## config.mk

```make
export PLATFORM = sky130hd
export DESIGN_NAME = seqdet_sched
export DESIGN_NICKNAME = d
export VERILOG_FILES = /design/src/rtl/seqdet_sched.sv
export SDC_FILE = /design/constraint.sdc
export NUM_CORES = 1
export LEC_CHECK = 0
export ABC_AREA = 1
export CORE_MARGIN = 2
export CORE_UTILIZATION = 55
export CTS_CLUSTER_DIAMETER = 50
export DETAILED_ROUTE_END_ITERATION = 7
export DONT_BUFFER_PORTS = 1
export GPL_TIMING_DRIVEN = 0
export PLACE_DENSITY = 0.78
export SYNTH_ARGS = -nofsm -noshare
export SYNTH_HDL_FRONTEND = slang
export SYNTH_SLANG_ARGS = --single-unit
```

## constraint.sdc

```tcl
create_clock -name clk -period 3.2 [get_ports clk]
set_clock_uncertainty 0.1 [all_clocks]
set_input_delay 0.64 -clock clk [delete_from_list [all_inputs] [get_ports clk]]
set_output_delay 0.64 -clock clk [all_outputs]
set_load 0.01 [all_outputs]
```

## src/rtl/seqdet_sched.sv

```systemverilog
// seqdet_sched: round-robin scheduler sharing one serial "two zeros in a row" detector among N_CH requesters.
// Define SEQDET_CTX_EN to keep each channel's detector history across frames; otherwise history starts invalid.
module seqdet_sched #(
   parameter  int N_CH    = 4,
   parameter  int FRAME_W = 8,
   localparam int HW      = $clog2(FRAME_W + 1),
   localparam int CW      = $clog2(N_CH),
   localparam int IW      = $clog2(FRAME_W)
) (
   input  logic                    clk,
   input  logic                    rst,
   input  logic [N_CH-1:0]         req_valid,
   input  logic [N_CH*FRAME_W-1:0] req_data,
   output logic [N_CH-1:0]         req_ready,
   output logic                    res_valid,
   input  logic                    res_ready,
   output logic [CW-1:0]           res_ch,
   output logic [FRAME_W-1:0]      res_mask,
   output logic [HW-1:0]           res_hits
);

   localparam int P = 1 << $clog2(FRAME_W);

   typedef enum logic [1:0] {S_IDLE, S_SHIFT, S_DONE} state_t;

   state_t                  r_state, w_state_nxt;
   logic [FRAME_W-1:0]      r_frame, r_mask, w_gdata;
   logic [IW-1:0]           r_idx;
   logic [CW-1:0]           r_ch, r_last, w_gidx;
   logic                    r_hist, r_hist_vld;
   logic                    w_any, w_accept, w_bit, w_hit, w_ctx_bit, w_ctx_vld;
   logic [N_CH-1:0][CW-1:0] w_cand;
   logic [P-1:0][HW-1:0]    w_sum;

   // Candidate k is the (k+1)-th channel after the last grant, wrapping.
   for (genvar k = 0; k < N_CH; k++) begin : g_cand
      assign w_cand[k] = CW'((int'(r_last) + k + 1) % N_CH);
   end

   always_comb begin
      w_any  = 1'b0;
      w_gidx = '0;
      for (int k = 0; k < N_CH; k++) begin
         if (!w_any && req_valid[w_cand[k]]) begin
            w_any  = 1'b1;
            w_gidx = w_cand[k];
         end
      end
   end

   always_comb begin
      w_gdata = '0;
      for (int c = 0; c < N_CH; c++) begin
         if (w_gidx == CW'(c)) w_gdata = req_data[c*FRAME_W +: FRAME_W];
      end
   end

   always_comb begin
      w_state_nxt = r_state;
      req_ready   = '0;
      w_accept    = 1'b0;
      case (r_state)
         S_IDLE: begin
            if (w_any) begin
               req_ready   = {{(N_CH-1){1'b0}}, 1'b1} << w_gidx;
               w_accept    = 1'b1;
               w_state_nxt = S_SHIFT;
            end
         end
         S_SHIFT: if (r_idx == '0) w_state_nxt = S_DONE;
         S_DONE:  if (res_ready)   w_state_nxt = S_IDLE;
         default: w_state_nxt = S_IDLE;
      endcase
   end

   assign w_bit = r_frame[r_idx];
   assign w_hit = !w_bit && r_hist_vld && !r_hist;

   always_ff @(posedge clk) begin
      if (rst) begin
         r_state    <= S_IDLE;
         r_frame    <= '0;
         r_mask     <= '0;
         r_idx      <= '0;
         r_ch       <= '0;
         r_last     <= CW'(N_CH - 1);
         r_hist     <= 1'b0;
         r_hist_vld <= 1'b0;
      end else begin
         r_state <= w_state_nxt;
         if (w_accept) begin
            r_frame    <= w_gdata;
            r_ch       <= w_gidx;
            r_last     <= w_gidx;
            r_mask     <= '0;
            r_idx      <= IW'(FRAME_W - 1);
            r_hist     <= w_ctx_bit;
            r_hist_vld <= w_ctx_vld;
         end
         if (r_state == S_SHIFT) begin
            r_mask[r_idx] <= w_hit;
            r_hist        <= w_bit;
            r_hist_vld    <= 1'b1;
            r_idx         <= r_idx - IW'(1);
         end
      end
   end

`ifdef SEQDET_CTX_EN
   logic [N_CH-1:0] r_ctx_bit, r_ctx_vld;

   // Context is committed only when the last bit of a frame is shifted.
   always_ff @(posedge clk) begin
      if (rst) begin
         r_ctx_bit <= '0;
         r_ctx_vld <= '0;
      end else if (r_state == S_SHIFT && r_idx == '0) begin
         r_ctx_bit[r_ch] <= w_bit;
         r_ctx_vld[r_ch] <= 1'b1;
      end
   end

   assign w_ctx_bit = r_ctx_bit[w_gidx];
   assign w_ctx_vld = r_ctx_vld[w_gidx];
`else
   assign w_ctx_bit = 1'b0;
   assign w_ctx_vld = 1'b0;
`endif

   // Pairwise reduction, halving the active width each level.
   always_comb begin
      w_sum = '0;
      for (int i = 0; i < FRAME_W; i++) w_sum[i] = HW'(r_mask[i]);
      for (int s = P / 2; s > 0; s = s / 2) begin
         for (int i = 0; i < s; i++) w_sum[i] = w_sum[2*i] + w_sum[2*i+1];
      end
   end

   assign res_valid = (r_state == S_DONE);
   assign res_ch    = r_ch;
   assign res_mask  = r_mask;
   assign res_hits  = w_sum[0];

endmodule

```

# Yosys cells after proc, flatten, opt, wreduce, memory -nomap -nowiden

Cells that the tools add are included.

Bits in registers: 27
Input bits: 39
Output and inout port bits: 19
Logic and storage cells: 94

Add/sub/neg operators: 14
Order comparisons: 6
Eq/ne operators: 8
Shift-type cells: 1
Multiplexer cells: 41
Reductions and logical operators: 16

Operators by type and width:

| kind                  | number |
|---|---|
| $mux W8               | 7 |
| $mux W1               | 15 |
| $mux W2               | 7 |
| $lt A2 B3 Y1 const B  | 4 |
| $add A1 B1 Y2         | 4 |
| $add A2 B1 Y2 const B | 4 |
| $bmux W1 S2           | 4 |
| $bwmux W8             | 1 |
| $mux W4               | 2 |
| $add A2 B2 Y3         | 2 |
| $eq A2 B2 Y1 const B  | 3 |
| $logic_and A1 B1 Y1   | 6 |
| $mux W3               | 2 |
| $pmux W2 S3           | 1 |
| $logic_not A1 Y1      | 5 |
| $add A2 B2 Y2 const B | 2 |
| $add A3 B3 Y4         | 1 |
| $eq A2 B1 Y1 const B  | 2 |
| $logic_not A2 Y1      | 2 |
| $lt A3 B4 Y1 const B  | 1 |
| $ne A2 B2 Y1 const B  | 2 |
| $shl A1 B2 Y4 const A | 1 |
| $bmux W1 S3           | 1 |
| $demux W1 S3          | 1 |
| other kinds (6)       | 6 |

# Logic depth before layout (Yosys ltp)

Word-level depth: 19
Mapped depth: 17
Mapped depth without buffers: 16

# Worst setup path before layout

OpenSTA, ideal clock, no wires.

Kind: reg-to-output
From: register r_mask[0] (netlist: res_mask[0])
To: output port res_hits[2]
Data arrival time: 2.768 ns
Data required time: 2.460 ns
Setup slack: -0.308 ns
Cell stages (with the launch flop): 9
Path buffers: 0
Path through: dfxtp_1 > inv_1 > fa_1 > fa_1 > fa_1 > inv_1 > ha_1 > fa_1 > xor2_1

Longest elaborated chain between the ends: 3

Ends and longest elaborated chain:

| what                              | RTL line | RTL |
|---|---|---|
| from (decl)                       | 27       | `logic [FRAME_W-1:0] r_frame, r_mask, w_gdata;` |
| from (signal, indexed assignment) | 101      | `r_mask[r_idx] <= w_hit;` |
| $add A1 B1 Y2                     | 135      | `for (int i = 0; i < s; i++) w_sum[i] = w_sum[2*i] + w_sum[2*i+1];` |
| $add A2 B2 Y3                     | 135      |  |
| $add A3 B3 Y4                     | 135      |  |
| to (decl)                         | 19       | `output logic [HW-1:0] res_hits` |

Every way passes these cells.

# Worst setup path after layout

From: register r_mask[3] (netlist: res_mask[3])
To: output port res_hits[1]

Same word-level chain as after synthesis.

==> metrics.txt <==
# TYPE chip_impl_metric gauge
chip_impl_info{name="run_status",value="complete, but fails checks"} 1
chip_impl_info{name="failing_checks",value="setup timing"} 1
chip_impl_metric{name="synthCells",unit=""} 279
chip_impl_metric{name="r2r_worst_path_depth",unit=""} 13
chip_impl_metric{name="floorplan.rows",unit=""} 20
chip_impl_metric{name="worstPathMaxFanout",unit=""} 3
chip_impl_info{name="cp_cell_sequence",value="inv_2, fa_1, fa_1, fa_1, inv_2, ha_4, fa_2"} 1
chip_impl_metric{name="via_count_of_the_first_global_routing_pass",unit=""} 1612
chip_impl_info{name="cts_tree",value="built"} 1
chip_impl_metric{name="setup_viol",unit=""} 4
chip_impl_metric{name="dp_slack",unit="ps"} -218
chip_impl_metric{name="critical_path_buffer_and_inverter_count",unit=""} 2
chip_impl_metric{name="p_total",unit="mW"} 2.25
chip_impl_metric{name="pin_count_of_the_biggest_net_entering_global_routing",unit=""} 15
chip_impl_metric{name="buffer_ports.inserted",unit=""} 0
chip_impl_info{name="r2r-start",value="r_last[1]"} 1
chip_impl_metric{name="worst_setup_hold_path_clk_slew",unit="ps"} 140
chip_impl_metric{name="timing.final.crit_share",unit="%"} 117
chip_impl_metric{name="final-hold-violation-count",unit=""} 0
chip_impl_metric{name="floorplan_die_height",unit="um"} 61.8
chip_impl_metric{name="antenna_violations_before_repair",unit=""} 0
chip_impl_metric{name="synth_nets",unit=""} 327
chip_impl_info{name="rsz_0062_raised_after_global_routing",value="true"} 1
chip_impl_info{name="hold_path.class",value="primary input to register"} 1
chip_impl_metric{name="postSynth.asyncResetShare",unit="%"} 0
chip_impl_metric{name="yosys.cell_types.count",unit=""} 29
chip_impl_metric{name="postLayoutSetupSlackWorst",unit="ps"} -538
chip_impl_info{name="endpoint_kind",value="output pin"} 1
chip_impl_metric{name="placed_cell_area",unit="um2"} 1910
chip_impl_metric{name="cap_violations",unit=""} 0
chip_impl_info{name="crit_path_top_delay_cell",value="fa_1"} 1
chip_impl_metric{name="die_area",unit="um2"} 3820
chip_impl_info{name="cpLargestDelayFamily",value="adder cells"} 1
chip_impl_metric{name="leakagePower",unit="nW"} 0.904
chip_impl_metric{name="wirelength",unit="mm"} 4.10
chip_impl_info{name="reg2reg_to",value="r_frame[2]"} 1
chip_impl_metric{name="floorplan.core_area",unit="um2"} 3130
chip_impl_metric{name="synth.yosys.seq_area_share",unit="%"} 29.4
chip_impl_metric{name="critical_path_required",unit="ps"} 2460
chip_impl_metric{name="gp_weighted_congestion",unit=""} 0.877
chip_impl_metric{name="start_util",unit="%"} 58.8
chip_impl_metric{name="slew_violations",unit=""} 0
chip_impl_metric{name="final.fill_count",unit=""} 311
chip_impl_metric{name="drive_above_1_share",unit="%"} 13.7
chip_impl_metric{name="chipWidth",unit="um"} 61.8
chip_impl_metric{name="timing.critical_path.arrival",unit="ps"} 3000
chip_impl_metric{name="regArea",unit="um2"} 549
chip_impl_metric{name="cts_buffer_depth",unit=""} 2
chip_impl_metric{name="finish.instance_area",unit="um2"} 1990
chip_impl_metric{name="final_antenna_net_count",unit=""} 0
chip_impl_info{name="startpoint_type",value="register"} 1
chip_impl_metric{name="final_core_utilization",unit="%"} 63.7
chip_impl_metric{name="grt_first_pass_wirelength",unit="mm"} 6.82
chip_impl_metric{name="drt-vias-per-instance",unit=""} 5.40
chip_impl_metric{name="post_drt_wl_per_cell",unit="um"} 12.5
chip_impl_metric{name="synth_seq_cells",unit=""} 27
chip_impl_metric{name="achievable-frequency",unit="GHz"} 0.268
chip_impl_metric{name="worst-path-stages",unit=""} 7
chip_impl_metric{name="place.detailed.hpwl",unit="mm"} 3.22
chip_impl_metric{name="number_of_drc_violations_after_detailed_routing_iteration_0",unit=""} 112
chip_impl_metric{name="synthToLayoutAreaGrowth",unit="%"} 8.30
chip_impl_metric{name="slew_headroom",unit="%"} 69.5
chip_impl_info{name="synth-main-ff-cell",value="dfxtp_1"} 1
chip_impl_metric{name="vdd_ir_drop_max",unit="V"} 0.000728
chip_impl_metric{name="powerDensity",unit="nW/um2"} 1130
chip_impl_metric{name="synth.avg_cell_area",unit="um2"} 6.59
chip_impl_metric{name="drt_pre_antenna_iters",unit=""} 4
chip_impl_metric{name="critPathMaxStageDelay",unit="ps"} 550
chip_impl_metric{name="finalNetCount",unit=""} 334
chip_impl_metric{name="ys_warn_count",unit=""} 0
chip_impl_metric{name="post_synth_instance_area",unit="um2"} 1840
chip_impl_metric{name="io_pins",unit=""} 58
chip_impl_metric{name="numCtsBuffers",unit=""} 3
chip_impl_metric{name="worst_skew_late_latency",unit="ps"} 320
chip_impl_metric{name="grt_remaining_overflow",unit=""} 0
chip_impl_info{name="root_buffer",value="clkbuf_4"} 1
chip_impl_metric{name="tritoncts_num_sinks",unit=""} 27
chip_impl_metric{name="final_critical_path_time_including_i_o_delays_and_setup",unit="ps"} 3740
chip_impl_metric{name="track_usage",unit="%"} 23.3
chip_impl_metric{name="cts_h_tree_depth",unit=""} 1
chip_impl_info{name="critical_path.most_common_cell",value="fa_1"} 1
chip_impl_metric{name="num_antenna_cells",unit=""} 0
chip_impl_metric{name="detailroute.via_count",unit=""} 1776
chip_impl_metric{name="drt_drc_violations_left",unit=""} 0
chip_impl_metric{name="cts_hold_buffers",unit=""} 0
chip_impl_metric{name="multi_input_gate_area",unit="um2"} 1140
chip_impl_metric{name="post_synth_edffs",unit=""} 0
chip_impl_info{name="timing.critical_path.from",value="res_mask[3]"} 1
chip_impl_metric{name="reg2reg_slack",unit="ps"} 1010
chip_impl_metric{name="worst-slew-pin-transition",unit="ps"} 455
chip_impl_info{name="path_class",value="register to output pin"} 1
chip_impl_info{name="termination_of_the_worst_setup_path",value="res_hits[1]"} 1
-- cells in the mapped netlist (2+ instances only) --
master    number  area share, %
a211oi_1       5            2.0
a21oi_1       19            5.2
a22oi_1        3            1.2
a311oi_1       3            1.4
buf_2          5            1.4
clkbuf_1       2           0.41
dfxtp_1       27             29
fa_1           4            4.4
ha_1           5            3.4
inv_1         38            7.8
inv_2          2           0.41
nand2_1       79             16
nand2_2        3            1.0
nand2_4        2            1.2
nand3_1       22            6.0
nand3_2        2            1.1
nand4_1       15            5.1
nor2_1        21            4.3
nor2_2         5            1.7
nor3_1         2           0.54
o211ai_1       4            1.6
o21ai_0        3           0.82
o21ai_1        2           0.54
-- placed cells by master (no fill, tap or decap), types with 2 or more instances in the layout --
cell type and n:
dfxtp_1 22, o21ai_0 3, a211oi_1 5, nand3_2 3, o21ai_1 2, dfxtp_2 4
nand2_1 77, a21oi_1 19, o211ai_1 4, buf_6 3, nand2_4 2, fa_1 3
a22oi_1 3, clkbuf_4 3, nand2_2 5, nor2_1 21, inv_1 36, nand3_1 21
a311oi_1 3, inv_2 4, buf_2 4, nor2_2 5, ha_1 4, clkbuf_1 3
nand4_1 15
-- through the flow --
stage          std cells  TNS (ps)  hold slack [ps]
2_1_floorplan        279      -258              334
4_1_cts              330     -1630              265
6_report             329     -1610              266
3_5_place_dp         323      -431              353
3_3_place_gp         323      -398              346
5_1_grt              329     -2000              260
-- timing repair --
item / 4_1_cts / 5_1_grt
gates resized for setup: 7 / 5
pin swaps: 2 / 1
buffers inserted: 3 / 1
cloned: 0 / 0
setup endpoints to repair: 4 / 8
-- per-layer routing --
metal	vias up	share of wire [%]	GRT usage, %
met2	43	48	40.5
li1	929	-	-
met4	0	0.95	3.95
met3	6	5.2	4.35
met1	798	46	30.6
met5	-	0	0
-- area by class of cell --
type | count | share of cell area [%]
Buffer | 7 | 1.95
Tap cell | 44 | 2.76
Sequential cell | 27 | 27.6
Clock buffer | 4 | 1.32
Timing Repair Buffer | 3 | 1.51
Multi-Input combinational cell | 204 | 57.3
Inverter | 40 | 7.54
-- report_power, final --
part	total [mW]	internal [mW]	switching [mW]
registers	0.540	0.444	0.0960
logic	1.56	0.514	1.05
clock network	0.146	0.0488	0.0970
total	2.25	1.01	1.24
-- logic make-up (layout without fill, tap and decap cells) --
group	after synthesis	in the layout	share of synthesized area, %
AOI/OAI and AO/OA	41	41	13.9
xor gates and xnor gates	2	2	0.953
adders and majority gates	9	9	7.76
buffers and inverters	48	54	10.5
DFF	27	27	29.4
and+or+nand+nor	152	152	37.5
-- how the worst min path moves through the flow --
| stage | startpoint | end | slack [ps] | cells past startpoint |
|---|---|---|---|---|
| floorplan | r_hist | r_hist | 330 | 2 |
| global placement | r_hist | r_hist | 350 | 2 |
| detailed placement | r_hist | r_hist | 350 | 2 |
| CTS | rst | res_mask[1] | 270 | 1 |
| global route | rst | res_mask[1] | 260 | 1 |
| finish | rst | res_mask[1] | 270 | 1 |
-- state kept, by name, summed over array words and instances (netlist names) --
signal,cells
r_idx,3
res_ch,2
res_mask,8
r_last,2
r_frame,8
r_hist_vld,1
r_state,2
r_hist,1
Power figures use the tool's default switching activity.
